--- src/rtl/serial_adder_ctrl.sv ---
// Bit-serial adder sequencer: one full-adder cell, LSB first, one bit per clock.
// Optional subtract mode when SERIAL_ADDER_SUB_EN is defined (adds the 'sub' input).
module serial_adder_ctrl #(
  parameter int WIDTH = 8
) (
  input  logic             clk,
  input  logic             rst,
  input  logic             in_valid,
  output logic             in_ready,
  input  logic [WIDTH-1:0] A,
  input  logic [WIDTH-1:0] B,
  input  logic             Cin,
`ifdef SERIAL_ADDER_SUB_EN
  input  logic             sub,
`endif
  output logic             out_valid,
  input  logic             out_ready,
  output logic [WIDTH-1:0] S,
  output logic             Cout,
  output logic             OVF,
  output logic             busy
);

  localparam int CW = (WIDTH > 1) ? $clog2(WIDTH) : 1;
  localparam logic [CW-1:0] LAST = CW'(WIDTH - 1);

  typedef enum logic [1:0] {
    IDLE = 2'd0,
    RUN  = 2'd1,
    DONE = 2'd2
  } state_t;

  state_t           state;
  state_t           next_state;
  logic [WIDTH-1:0] opa;
  logic [WIDTH-1:0] opb;
  logic [WIDTH-1:0] resr;
  logic [WIDTH-1:0] resr_next;
  logic [CW-1:0]    cnt;
  logic             carry;
  logic [1:0]       fa;
  logic             load;
  logic             step;
  logic             finish;
  logic [WIDTH-1:0] b_load;
  logic             c_load;

  // The single full-adder cell: returns {carry_out, sum}.
  function automatic logic [1:0] full_adder(input logic a, input logic b, input logic ci);
    return {(a & b) | (a & ci) | (b & ci), a ^ b ^ ci};
  endfunction

  // Operand conditioning at load: subtraction is A + ~B + ~borrow_in.
  always_comb begin
`ifdef SERIAL_ADDER_SUB_EN
    if (sub) begin
      b_load = ~B;
      c_load = ~Cin;
    end else begin
      b_load = B;
      c_load = Cin;
    end
`else
    b_load = B;
    c_load = Cin;
`endif
  end

  // Cell evaluation on the current LSB pair and held carry.
  always_comb begin
    fa = full_adder(opa[0], opb[0], carry);
  end

  generate
    if (WIDTH == 1) begin : g_w1
      assign resr_next = fa[0];
    end else begin : g_wn
      assign resr_next = {fa[0], resr[WIDTH-1:1]};
    end
  endgenerate

  // Next-state and datapath control strobes.
  always_comb begin
    next_state = state;
    load       = 1'b0;
    step       = 1'b0;
    finish     = 1'b0;
    case (state)
      IDLE: begin
        if (in_valid) begin
          next_state = RUN;
          load       = 1'b1;
        end else begin
          next_state = IDLE;
        end
      end
      RUN: begin
        step = 1'b1;
        if (cnt == LAST) begin
          next_state = DONE;
          finish     = 1'b1;
        end else begin
          next_state = RUN;
        end
      end
      DONE: begin
        if (out_ready) begin
          next_state = IDLE;
        end else begin
          next_state = DONE;
        end
      end
      default: next_state = IDLE;
    endcase
  end

  // State register plus handshake/status flags registered from the next state.
  always_ff @(posedge clk or posedge rst) begin
    if (rst) begin
      state     <= IDLE;
      in_ready  <= 1'b1;
      out_valid <= 1'b0;
      busy      <= 1'b0;
    end else begin
      state     <= next_state;
      in_ready  <= (next_state == IDLE);
      out_valid <= (next_state == DONE);
      busy      <= (next_state == RUN) || (next_state == DONE);
    end
  end

  // Shift datapath; result registers update only on the RUN->DONE step.
  always_ff @(posedge clk or posedge rst) begin
    if (rst) begin
      opa   <= '0;
      opb   <= '0;
      resr  <= '0;
      cnt   <= '0;
      carry <= 1'b0;
      S     <= '0;
      Cout  <= 1'b0;
      OVF   <= 1'b0;
    end else begin
      if (load) begin
        opa   <= A;
        opb   <= b_load;
        carry <= c_load;
        cnt   <= '0;
      end else if (step) begin
        opa   <= opa >> 1;
        opb   <= opb >> 1;
        resr  <= resr_next;
        carry <= fa[1];
        cnt   <= cnt + CW'(1);
      end
      // carry here is the carry into the MSB, so carry ^ carry_out is signed overflow
      if (finish) begin
        S    <= resr_next;
        Cout <= fa[1];
        OVF  <= carry ^ fa[1];
      end
    end
  end

endmodule

--- config.mk ---
export PLATFORM = sky130hd
export DESIGN_NAME = serial_adder_ctrl
export DESIGN_NICKNAME = d
export VERILOG_FILES = /design/src/rtl/serial_adder_ctrl.sv
export SDC_FILE = /design/constraint.sdc
export NUM_CORES = 1
export LEC_CHECK = 0
export ABC_AREA = 1
export CAP_MARGIN = 5
export CORE_ASPECT_RATIO = 0.9
export CORE_UTILIZATION = 35
export DETAILED_ROUTE_END_ITERATION = 7
export PLACE_DENSITY = 0.54
export SLEW_MARGIN = 20
export SYNTH_ARGS = -nofsm -noshare
export SYNTH_HDL_FRONTEND = slang
export SYNTH_SLANG_ARGS = --single-unit
--- constraint.sdc ---
create_clock -name clk -period 3.8 [get_ports clk]
set_input_delay 0.38 -clock clk [delete_from_list [all_inputs] [get_ports clk]]
set_output_delay 0.38 -clock clk [all_outputs]
set_load 0.01 [all_outputs]
==> results.md <==
* Total CTS buffers at 5
* Min-delay src: S[6]
* Post-CTS Setup Inserts at 0
* Crit path DAT at 2.23 ns
* Vias in the first global route at 1340
* VDD IR-drop max at 0.2856 mV
* RR Startpoint: state[1]
* Pre-antenna DRT Iters at 4
* Cell Pwr Density at 724.9 mW/mm^2
* Setup TNS at 0 ns
* CTS tree: built
* Area delta synth->final at 25.68%
* Cts repair resizes at 0
* Commonest non-fill, non-tap cell in the layout: nand2_1
* Avg Inst Size Synth at 8.955 um^2
* Initial Utilization at 37.09%
* Final Slew Violations at 0
* Antenna violations before repair at 0
* Xor-xnor portion of the synthesized cell area at 0%
* Max clock buf depth at 2
* Startpoint Class: flip-flop
* Post-synthesis simple-gate area fraction at 32.19%
* Tmin final at 2.051 ns
* Cells on Worst Hold Path at 2
* Global-route wire length before repair at 5954 um
* # setup viols final at 0
* Post-synthesis register bit count at 42
* Rel. slew slack at 28.83%
* DRC viols at 0
* RSZ-0062 raised after global routing: false
* Leak at 1.140 nW
* FP Rows at 24
* Port buffer count at 33
* Crit path required time at 3.98 ns
* Fin. Hold Viols at 0
* Mux cell area share after synthesis at 0%
* Die H at 70.54 um
* Layout cells sized above 1 at 6.383%
* Post-synthesis net count at 230
* # hold bufs at CTS at 0
* Combinational family with the most area after synthesis: simple AND/OR/NAND/NOR gates
* Most frequent cells in the layout: nand2_1, nand3_1, dfrtp_1
* R2R setup slack at 1.75 ns
* Vias/cell at 4.603
* Gr usage total at 13.96%
* Core region area at 0.004925 mm^2
* Clock skew at 0.007645 ns
* Antenna cells at 0
* Final Core Density at 46.62%
* # IOs at 34
* DRT antenna net count at 0
* Seq/Total Area, Yosys at 57.60%
* Netlist cell types at 17
* Cells on worst reg2reg path at 5
* Clock Sinks at 42
* Fin nets at 260
* Synthesized instance count at 204
* Hold path endpoint: S[6]
* Die width at 78.15 um
* Placer congestion estimate at 0.7110
* Slew @ Worst Pin at 1.065 ns
* WS Path Type: reg2reg
* Outcome: finished, final reports clean
* Final global-route overflow total at 0
* Depth of the CTS H-tree at 2
* Netlist Area Pre-Place at 0.001827 mm^2
* WL per Instance at 11.39 um
* Skew-Pair Late Insertion Delay at 0.30 ns
* CP Max Fanout at 30
* Worst setup EP type: flip-flop
* 1st-iter DRT viols at 78
* Adder-Cell Fraction of Synth Area at 3.836%
* Synthesis Warnings at 0
* Class of the worst hold path: reg2reg
* DR vias at 1381
* Full die area at 0.005512 mm^2
* Synth Area in Compound Gates at 1.096%
* HPWL after DPL at 2206 um
* Clk slew on worst S/H paths at 0.08 ns
* Largest net degree at the start of global routing at 43
* FMAX at 487.6 MHz
* Root cell of the clock tree: clkbuf_8
* Number of max-cap violations at 0
* DRT Wirelength at 3416 um
* End of the worst register-to-register path: busy
* Final worst-path cycle share at 53.97%
==> cell usage after synthesis, drive strengths merged <==
library cell	n	area (um^2)
nand2	78	292.8
nand3	50	250.2
fa	1	20.02
buf	10	55.05
dfstp	1	26.28
nor2	3	37.54
dfrtp	41	1026
inv	10	37.54
nand3b	1	7.510
ha	4	50.05
clkbuf	1	3.750
o21ai	4	20.01
==> routing by layer <==
layer	up-vias	GRT usage [%]	routed length, um
met5	-	0	0
met4	0	6.173	11
met3	2	3.871	165
met2	37	22.51	1535
met1	629	17.60	1704
li1	713	-	-
==> sequential cells by signal (all words and copies together) (netlist names) <==
signal     count
resr           7
busy           1
in_ready       1
Cout           1
S              8
out_valid      1
cnt            3
opa            8
state          2
OVF            1
carry          1
opb            8
==> worst max-delay path: stages, from the launching register on <==
cell     delay, ns
dfrtp_1       0.45
inv_2         0.08
nand2_1       0.60
o21ai_1       0.41
inv_1         0.10
ha_1          0.29
==> layout make-up <==
type | instances | area (um^2)
Timing Repair Buffer | 34 | 337.8
Clock buffer | 5 | 68.82
Sequential cell | 42 | 1052
Fill cell | 506 | 2629
Multi-Input combinational cell | 141 | 678.2
Inverter | 10 | 37.54
Clock inverter | 3 | 40.04
Tap cell | 65 | 81.33
==> power breakdown <==
| part | internal [W] | leakage [nW] | total [W] | switching, W |
|---|---|---|---|---|
| Combinational | 0.000251 | 0.543 | 0.000584 | 0.000332 |
| Clock | 0.000193 | 0.0579 | 0.000346 | 0.000153 |
| Sequential | 0.000630 | 0.539 | 0.000734 | 0.000104 |
==> how the worst max path moves through the flow <==
stage,from,to,slack (ns),cells after the start
final,state[1],busy,1.75,5
after global routing,state[1],busy,1.54,5
after detailed placement,in_valid,cnt[0],1.49,4
after global placement,in_valid,cnt[0],1.53,4
after CTS,state[1],busy,1.72,5
after floorplan,cnt[0],busy,2.43,5
==> metrics by stage <==
| step | hold WS (ns) | total power [W] | instances | area, um^2 | setup WS [ns] |
|---|---|---|---|---|---|
| 3_3_place_gp | 0.4539 | 0.001328 | 292 | 2187 | 1.527 |
| 4_1_cts | 0.4785 | 0.001687 | 300 | 2296 | 1.716 |
| 3_5_place_dp | 0.4591 | 0.001336 | 292 | 2187 | 1.494 |
| 6_report | 0.4744 | 0.001664 | 300 | 2296 | 1.749 |
| 2_1_floorplan | 0.4422 | 0.001143 | 204 | 1827 | 2.428 |
| 5_1_grt | 0.4991 | 0.001801 | 300 | 2296 | 1.541 |
==> kinds of logic (layout without fill, tap and decap cells) <==
logic type / count (synthesis) / in the layout
adders and majority gates: 5 / 5
AOI/OAI and AO/OA: 4 / 4
and+or+nand+nor: 132 / 132
buffers and inverters: 21 / 52
DFF: 42 / 42
Note: power is estimated with default switching activity, not from simulation.
